[src/rtl/roll_histogram_pkg.sv]
// Shared types and helpers for the roll histogram block.
// Optional min/max face tracking is enabled with ROLL_HIST_MINMAX_EN.
package roll_hist_pkg;

    localparam int DEFAULT_NUM_FACES = 20;

    typedef enum logic [1:0] {
        D4  = 2'b00,
        D6  = 2'b01,
        D8  = 2'b10,
        D20 = 2'b11
    } die_sel_t;

    typedef enum logic {
        IDLE  = 1'b0,
        CLEAR = 1'b1
    } state_t;

    // Highest legal face for each die type.
    function automatic logic [4:0] max_face(input die_sel_t die);
        case (die)
            D4:      max_face = 5'd4;
            D6:      max_face = 5'd6;
            D8:      max_face = 5'd8;
            default: max_face = 5'd20;
        endcase
    endfunction

endpackage

[src/rtl/roll_histogram_if.sv]
// Sample/control/read bundle between the dice roller side and the histogram.
// min_face/max_face exist only when ROLL_HIST_MINMAX_EN is defined.
interface roll_histogram_if #(
    parameter int CNT_W = 16,
    parameter int VAL_W = 8
);
    logic             face_valid;
    logic [VAL_W-1:0] face_value;
    logic [1:0]       die_select;
    logic             clear_req;
    logic             clear_busy;
    logic [4:0]       rd_addr;
    logic [CNT_W-1:0] rd_data;
    logic [CNT_W-1:0] total_count;
    logic [CNT_W-1:0] err_count;
    logic             range_err;
`ifdef ROLL_HIST_MINMAX_EN
    logic [VAL_W-1:0] min_face;
    logic [VAL_W-1:0] max_face;

    modport master (
        output face_valid, face_value, die_select, clear_req, rd_addr,
        input  clear_busy, rd_data, total_count, err_count, range_err,
               min_face, max_face
    );
    modport slave (
        input  face_valid, face_value, die_select, clear_req, rd_addr,
        output clear_busy, rd_data, total_count, err_count, range_err,
               min_face, max_face
    );
`else
    modport master (
        output face_valid, face_value, die_select, clear_req, rd_addr,
        input  clear_busy, rd_data, total_count, err_count, range_err
    );
    modport slave (
        input  face_valid, face_value, die_select, clear_req, rd_addr,
        output clear_busy, rd_data, total_count, err_count, range_err
    );
`endif
endinterface

[src/rtl/roll_hist_bin.sv]
// One saturating occurrence counter; clear has priority over increment.
module roll_hist_bin #(
    parameter int CNT_W = 16
) (
    input  logic             clk,
    input  logic             rst,
    input  logic             inc,
    input  logic             clr,
    output logic [CNT_W-1:0] count
);
    logic [CNT_W-1:0] count_reg;

    // Count up on inc, hold at all-ones, zero on clr.
    always_ff @(posedge clk or posedge rst) begin
        if (rst) begin
            count_reg <= '0;
        end else if (clr) begin
            count_reg <= '0;
        end else if (inc && (count_reg != '1)) begin
            count_reg <= count_reg + 1'b1;
        end
    end

    assign count = count_reg;
endmodule

[src/rtl/roll_histogram.sv]
// Per-face histogram of dice rolls with range checking, saturating
// statistics, a registered read port and a one-bin-per-cycle sweep clear.
// Define ROLL_HIST_MINMAX_EN to add min_face/max_face tracking.
module roll_histogram
    import roll_hist_pkg::*;
#(
    parameter int NUM_FACES = DEFAULT_NUM_FACES,
    parameter int CNT_W     = 16,
    parameter int VAL_W     = 8
) (
    input logic               clk,
    input logic               rst,
    roll_histogram_if.slave   bus
);
    localparam int IDX_W = $clog2(NUM_FACES + 1);

    state_t           state_reg, state_next;
    logic [IDX_W-1:0] clr_idx_reg, clr_idx_next;
    logic [VAL_W-1:0] face_lim;
    logic             in_range;
    logic             sample_ok;
    logic             accept;
    logic             reject;
    logic             clear_start;
    logic [CNT_W-1:0] bin_count [NUM_FACES];
    logic [CNT_W-1:0] rd_mux;
    logic [CNT_W-1:0] rd_data_reg;
    logic [CNT_W-1:0] total_reg;
    logic [CNT_W-1:0] err_reg;
    logic             range_err_reg;

    // Largest legal face for the selected die, never beyond the bin count.
    always_comb begin
        face_lim = VAL_W'(max_face(die_sel_t'(bus.die_select)));
        if (int'(max_face(die_sel_t'(bus.die_select))) > NUM_FACES) begin
            face_lim = VAL_W'(NUM_FACES);
        end
    end

    assign in_range    = (bus.face_value != '0) && (bus.face_value <= face_lim);
    // A clear request in the same cycle wins and the sample is dropped.
    assign sample_ok   = (state_reg == IDLE) && bus.face_valid && !bus.clear_req;
    assign accept      = sample_ok && in_range;
    assign reject      = sample_ok && !in_range;
    assign clear_start = (state_reg == IDLE) && bus.clear_req;

    // State and sweep index registers.
    always_ff @(posedge clk or posedge rst) begin
        if (rst) begin
            state_reg   <= IDLE;
            clr_idx_reg <= '0;
        end else begin
            state_reg   <= state_next;
            clr_idx_reg <= clr_idx_next;
        end
    end

    // Sweep walks 1..NUM_FACES, one bin per cycle, then returns to IDLE.
    always_comb begin
        state_next   = state_reg;
        clr_idx_next = clr_idx_reg;
        case (state_reg)
            IDLE: begin
                if (bus.clear_req) begin
                    state_next   = CLEAR;
                    clr_idx_next = IDX_W'(1);
                end
            end
            CLEAR: begin
                if (clr_idx_reg == IDX_W'(NUM_FACES)) begin
                    state_next   = IDLE;
                    clr_idx_next = '0;
                end else begin
                    clr_idx_next = clr_idx_reg + 1'b1;
                end
            end
            default: begin
                state_next   = IDLE;
                clr_idx_next = '0;
            end
        endcase
    end

    genvar gi;
    generate
        for (gi = 0; gi < NUM_FACES; gi++) begin : g_bin
            logic bin_inc;
            logic bin_clr;
            assign bin_inc = accept && (bus.face_value == VAL_W'(gi + 1));
            assign bin_clr = (state_reg == CLEAR) && (clr_idx_reg == IDX_W'(gi + 1));
            roll_hist_bin #(.CNT_W(CNT_W)) u_bin (
                .clk   (clk),
                .rst   (rst),
                .inc   (bin_inc),
                .clr   (bin_clr),
                .count (bin_count[gi])
            );
        end
    endgenerate

    // Select the addressed bin; address 0 and beyond the last face read 0.
    always_comb begin
        rd_mux = '0;
        for (int i = 0; i < NUM_FACES; i++) begin
            if (bus.rd_addr == 5'(i + 1)) begin
                rd_mux = bin_count[i];
            end
        end
    end

    // Registered read; a same-cycle update shows up on the following read.
    always_ff @(posedge clk or posedge rst) begin
        if (rst) begin
            rd_data_reg <= '0;
        end else begin
            rd_data_reg <= rd_mux;
        end
    end

    // Total/error statistics, zeroed when a sweep starts.
    always_ff @(posedge clk or posedge rst) begin
        if (rst) begin
            total_reg     <= '0;
            err_reg       <= '0;
            range_err_reg <= 1'b0;
        end else if (clear_start) begin
            total_reg     <= '0;
            err_reg       <= '0;
            range_err_reg <= 1'b0;
        end else if (accept) begin
            if (total_reg != '1) total_reg <= total_reg + 1'b1;
        end else if (reject) begin
            if (err_reg != '1) err_reg <= err_reg + 1'b1;
            range_err_reg <= 1'b1;
        end
    end

`ifdef ROLL_HIST_MINMAX_EN
    logic [VAL_W-1:0] min_reg;
    logic [VAL_W-1:0] max_reg;

    // Extremes of accepted faces since reset or the last clear.
    always_ff @(posedge clk or posedge rst) begin
        if (rst) begin
            min_reg <= '1;
            max_reg <= '0;
        end else if (clear_start) begin
            min_reg <= '1;
            max_reg <= '0;
        end else if (accept) begin
            if (bus.face_value < min_reg) min_reg <= bus.face_value;
            if (bus.face_value > max_reg) max_reg <= bus.face_value;
        end
    end

    assign bus.min_face = min_reg;
    assign bus.max_face = max_reg;
`endif

    assign bus.clear_busy  = (state_reg == CLEAR);
    assign bus.rd_data     = rd_data_reg;
    assign bus.total_count = total_reg;
    assign bus.err_count   = err_reg;
    assign bus.range_err   = range_err_reg;
endmodule
[src/flat_wrapper.sv]
// flat-port wrapper written by rule: the top's interface ports become plain ports
module roll_histogram_flat import roll_hist_pkg::*;
#(
    parameter int NUM_FACES = DEFAULT_NUM_FACES,
    parameter int CNT_W     = 16,
    parameter int VAL_W     = 8
)
  (clk, rst, bus_face_valid, bus_face_value, bus_die_select, bus_clear_req, bus_rd_addr, bus_clear_busy, bus_rd_data, bus_total_count, bus_err_count, bus_range_err);
  roll_histogram_if #(.CNT_W(CNT_W), .VAL_W(VAL_W)) bus_i ();
  input logic clk;
  input logic rst;
  input wire logic [$bits(bus_i.face_valid)-1:0] bus_face_valid;
  input wire logic [$bits(bus_i.face_value)-1:0] bus_face_value;
  input wire logic [$bits(bus_i.die_select)-1:0] bus_die_select;
  input wire logic [$bits(bus_i.clear_req)-1:0] bus_clear_req;
  input wire logic [$bits(bus_i.rd_addr)-1:0] bus_rd_addr;
  output wire logic [$bits(bus_i.clear_busy)-1:0] bus_clear_busy;
  output wire logic [$bits(bus_i.rd_data)-1:0] bus_rd_data;
  output wire logic [$bits(bus_i.total_count)-1:0] bus_total_count;
  output wire logic [$bits(bus_i.err_count)-1:0] bus_err_count;
  output wire logic [$bits(bus_i.range_err)-1:0] bus_range_err;
  assign bus_i.face_valid = bus_face_valid;
  assign bus_i.face_value = bus_face_value;
  assign bus_i.die_select = bus_die_select;
  assign bus_i.clear_req = bus_clear_req;
  assign bus_i.rd_addr = bus_rd_addr;
  assign bus_clear_busy = bus_i.clear_busy;
  assign bus_rd_data = bus_i.rd_data;
  assign bus_total_count = bus_i.total_count;
  assign bus_err_count = bus_i.err_count;
  assign bus_range_err = bus_i.range_err;
  roll_histogram #(.NUM_FACES(NUM_FACES), .CNT_W(CNT_W), .VAL_W(VAL_W)) u_core (.clk(clk), .rst(rst), .bus(bus_i));
endmodule
[config.mk]
export PLATFORM = sky130hd
export DESIGN_NAME = roll_histogram_flat
export DESIGN_NICKNAME = d
export VERILOG_FILES = /design/src/rtl/roll_histogram_pkg.sv /design/src/rtl/roll_histogram_if.sv /design/src/rtl/roll_hist_bin.sv /design/src/rtl/roll_histogram.sv /design/src/flat_wrapper.sv
export SDC_FILE = /design/constraint.sdc
export NUM_CORES = 1
export LEC_CHECK = 0
export CAP_MARGIN = 20
export CORE_MARGIN = 2
export CORE_UTILIZATION = 40
export DETAILED_ROUTE_END_ITERATION = 16
export GPL_ROUTABILITY_DRIVEN = 0
export MAX_ROUTING_LAYER = met4
export SLEW_MARGIN = 10
export SYNTH_ARGS = -nofsm -noshare
export SYNTH_HDL_FRONTEND = slang
export SYNTH_HIERARCHICAL = 1
export SYNTH_SLANG_ARGS = --single-unit
[constraint.sdc]
create_clock -name clk -period 4.2 [get_ports clk]
set_clock_uncertainty 0.1 [all_clocks]
set_input_delay 0.42 -clock clk [delete_from_list [all_inputs] [get_ports clk]]
set_output_delay 0.42 -clock clk [all_outputs]
set_load 0.02 [all_outputs]
==> results_dict.tcl <==
set metrics [dict create \
    status "completed" \
    dp.final_hpwl_um 61030 \
    drt_iter0_markers 2840 \
    cts_root_buf "clkbuf_16" \
    drive_above_1_share 0.1255 \
    drc 0 \
    hp-class "flop to flop" \
    cap_violations 0 \
    fmax_ghz 0.2605 \
    cts_tree "done" \
    h-tree-depth 2 \
    crit_path_top_delay_cell "nor3_1" \
    syn-cell-area_sq_um 25110 \
    postCtsHoldBufs 0 \
    syn_inst 2873 \
    synth_cell_type_count 68 \
    wl_um 83480 \
    grt_usage 0.2620 \
    grt_pass1_vias 22780 \
    grt_pass1_wl_um 131000 \
    yosys_warnings 6 \
    antenna_found_initial 0 \
    cts.path.max_buffers 3 \
    overflow 0 \
    cp-start-kind "input port" \
    die_x_um 254.6 \
    cts.sinks 375 \
    irDropWorstVdd_uv 352.3 \
    fin_area_sq_um 28450 \
    cts_setup_buffers 0 \
    slowest_delay_ns 0.53 \
    path_clk_slew_ns 0.06 \
    drt-wirelength-per-cell_um 21.88 \
    syn-num-nets 2923 \
    fp.dieH_um 254.6 \
    largest_register_ffs 320 \
    via_per_inst 6.474 \
    maxSlewViolCount 0 \
    via_count 24700 \
    syn2layout_area_growth_pct 13.29 \
    placed_cell_area_sq_um 26920 \
    cts_made_buffers 47 \
    synth_edf_count 0 \
    drtAntennaViolNets 0 \
    async_flop_share 1.000 \
    power_density_nw_per_um2 330.4 \
    start_util 0.4054 \
    num_antenna_cells 0 \
    fin_crit_sh 0.9140 \
    power.leakage_nw 10.70 \
    postSynthAreaPerCell_sq_um 8.741 \
    row_count 91 \
    seq_area_frac_synth 0.3737 \
    grt_max_degree 72 \
    coreArea_sq_um 61940 \
    fin_setup_tns_ns 0 \
    ys_ff_latch 375 \
    layout.nets 2993 \
    required_ns 4.62 \
    path_class "input port to flop" \
    cp_cell_sequence "clkdlybuf4s50_1 > nand2b_1 > inv_1 > ha_1 > nand2_1 > or3_1 > a221o_1 > or2_2 > nor3_1 > nand3_1 > or4_4 > or4_1 > a21oi_1" \
    cp_max_fo 6 \
    synthFlopType "dfrtp_1" \
    crit_arrival_ns 4.26 \
    firstDrtPassIters 6 \
    power_mw 9.400 \
    rsz0062_at_grt "false" \
    ios 69 \
    die_area_sq_um 64800 \
    finalHoldViolCount 0 \
    maxSlewHeadroom 0.3150 \
    min_period_ns 3.839 \
    clk_latency_ns 0.61 \
    setup_viol 0 \
    endpoint_kind "flop" \
    worstMarginPinSlew_ns 1.028 \
    cts_resized 0 \
    port_buffers 68 \
]
-- final timing paths --
path,from,end,slack [ns],depth (start not counted)
max in group asynchronous,rst,u_core/bus.rd_data[6],2.54,3
hold reg to reg,u_core/bus.range_err,u_core/bus.range_err,0.43,2
hold / removal,u_core/bus.range_err,u_core/bus.range_err,0.43,2
setup reg to reg,u_core/bus.clear_busy,u_core/g_bin[15].u_bin/count[13],0.63,10
min in group asynchronous,rst,u_core/g_bin[1].u_bin/count[9],0.65,2
setup / recovery,bus_die_select[0],u_core/g_bin[15].u_bin/count[13],0.36,13
-- critical path, delay by kind of cell --
kind | cells | cell delay [ns]
AOI/OAI and AO/OA | 2 | 0.53
and+or+nand+nor | 8 | 2.47
adders and majority gates | 1 | 0.28
buffers and inverters | 2 | 0.55
-- cell families after synthesis --
| kind of cell | after synthesis | share of synthesized area |
|---|---|---|
| muxes | 138 | 0.06378 |
| adders and majority gates | 31 | 0.01545 |
| buffers and inverters | 237 | 0.04534 |
| AOI/OAI and AO/OA | 789 | 0.1925 |
| and+or+nand+nor | 1303 | 0.3092 |
| DFF | 375 | 0.3737 |
-- cell type report --
class,instances,area (sq um)
Inverter,74,277.8
Clock inverter,22,231.5
Fill cell,5967,33490
Tap cell,837,1047
Clock buffer,63,1286
Multi-Input combinational cell,2261,14630
Timing Repair Buffer,184,1592
Sequential cell,375,9384
-- placed cells by master, fill, tap and decap left out, types with 6 or more instances in the layout --
| cell type | netlist | final |
|---|---|---|
| o31ai_1 | 113 | 113 |
| or4_1 | 132 | 132 |
| dfrtp_1 | 375 | 375 |
| nor2_1 | 131 | 131 |
| or4_2 | 20 | 20 |
| nand2b_1 | 59 | 59 |
| a31oi_1 | 32 | 32 |
| clkinv_2 | 0 | 15 |
| nor3_1 | 116 | 112 |
| mux2_2 | 76 | 76 |
| and4_1 | 26 | 26 |
| clkbuf_1 | 58 | 11 |
| o41ai_1 | 46 | 46 |
| nand2_1 | 183 | 183 |
| a21oi_1 | 313 | 313 |
| or4_4 | 20 | 20 |
| a221o_1 | 6 | 6 |
| and3_1 | 14 | 14 |
| mux4_2 | 10 | 10 |
| inv_1 | 73 | 72 |
| a22oi_1 | 15 | 15 |
| o311ai_0 | 7 | 7 |
| and2_1 | 9 | 9 |
| mux2i_1 | 52 | 52 |
| nand4_1 | 99 | 99 |
| clkbuf_16 | 0 | 47 |
| buf_4 | 21 | 113 |
| o22ai_1 | 33 | 33 |
| o21ai_0 | 150 | 150 |
| nand4_4 | 20 | 20 |
| a211oi_1 | 17 | 17 |
| o221ai_1 | 13 | 13 |
| nand3_1 | 164 | 164 |
| clkdlybuf4s50_1 | 0 | 66 |
| nor4_1 | 67 | 66 |
| or3_2 | 20 | 20 |
| ha_1 | 31 | 31 |
| nor2b_1 | 74 | 74 |
| or3_1 | 128 | 128 |
-- cell usage after synthesis (52+ instances only) --
master,instances,area share
nor3_1,116,0.023
nor2b_1,74,0.018
nor4_1,67,0.017
nand3_1,164,0.033
mux2_2,76,0.034
nand2b_1,59,0.015
dfrtp_1,375,0.37
a21oi_1,313,0.062
inv_1,73,0.011
mux2i_1,52,0.021
o21ai_0,150,0.030
or4_1,132,0.039
o31ai_1,113,0.034
nand2_1,183,0.027
or3_1,128,0.032
nor2_1,131,0.020
clkbuf_1,58,0.0087
nand4_1,99,0.025
-- metrics by stage --
step                      std cells  utilization  hold slack (ns)  worst slack, ns
final                          3816       0.4593           0.4299           0.3611
after detailed placement       3730       0.4346           0.3945          -0.2075
after global routing           3816       0.4593           0.4675           0.2737
after CTS                      3815       0.4591           0.4399           0.4140
after floorplan                2873            -           0.2337           0.3992
after global placement         3730       0.4346           0.3996          -0.1072
-- power by group --
part	total (mW)	switching, mW	leakage (nW)	internal [mW]
logic	1.35	0.881	4.76	0.465
registers	3.98	0.221	5.19	3.76
clock network	4.07	1.68	0.758	2.40
-- routing by layer --
layer	part of all wire	GRT usage	vias to the layer above	wire length (um)
met4	0.038	0.09390	0	3203
met2	0.45	0.4016	1083	37880
met5	0	-	-	0
met3	0.078	0.03909	193	6474
met1	0.43	0.3529	12090	35920
li1	-	-	11340	-
Power figures use the tool's default switching activity.
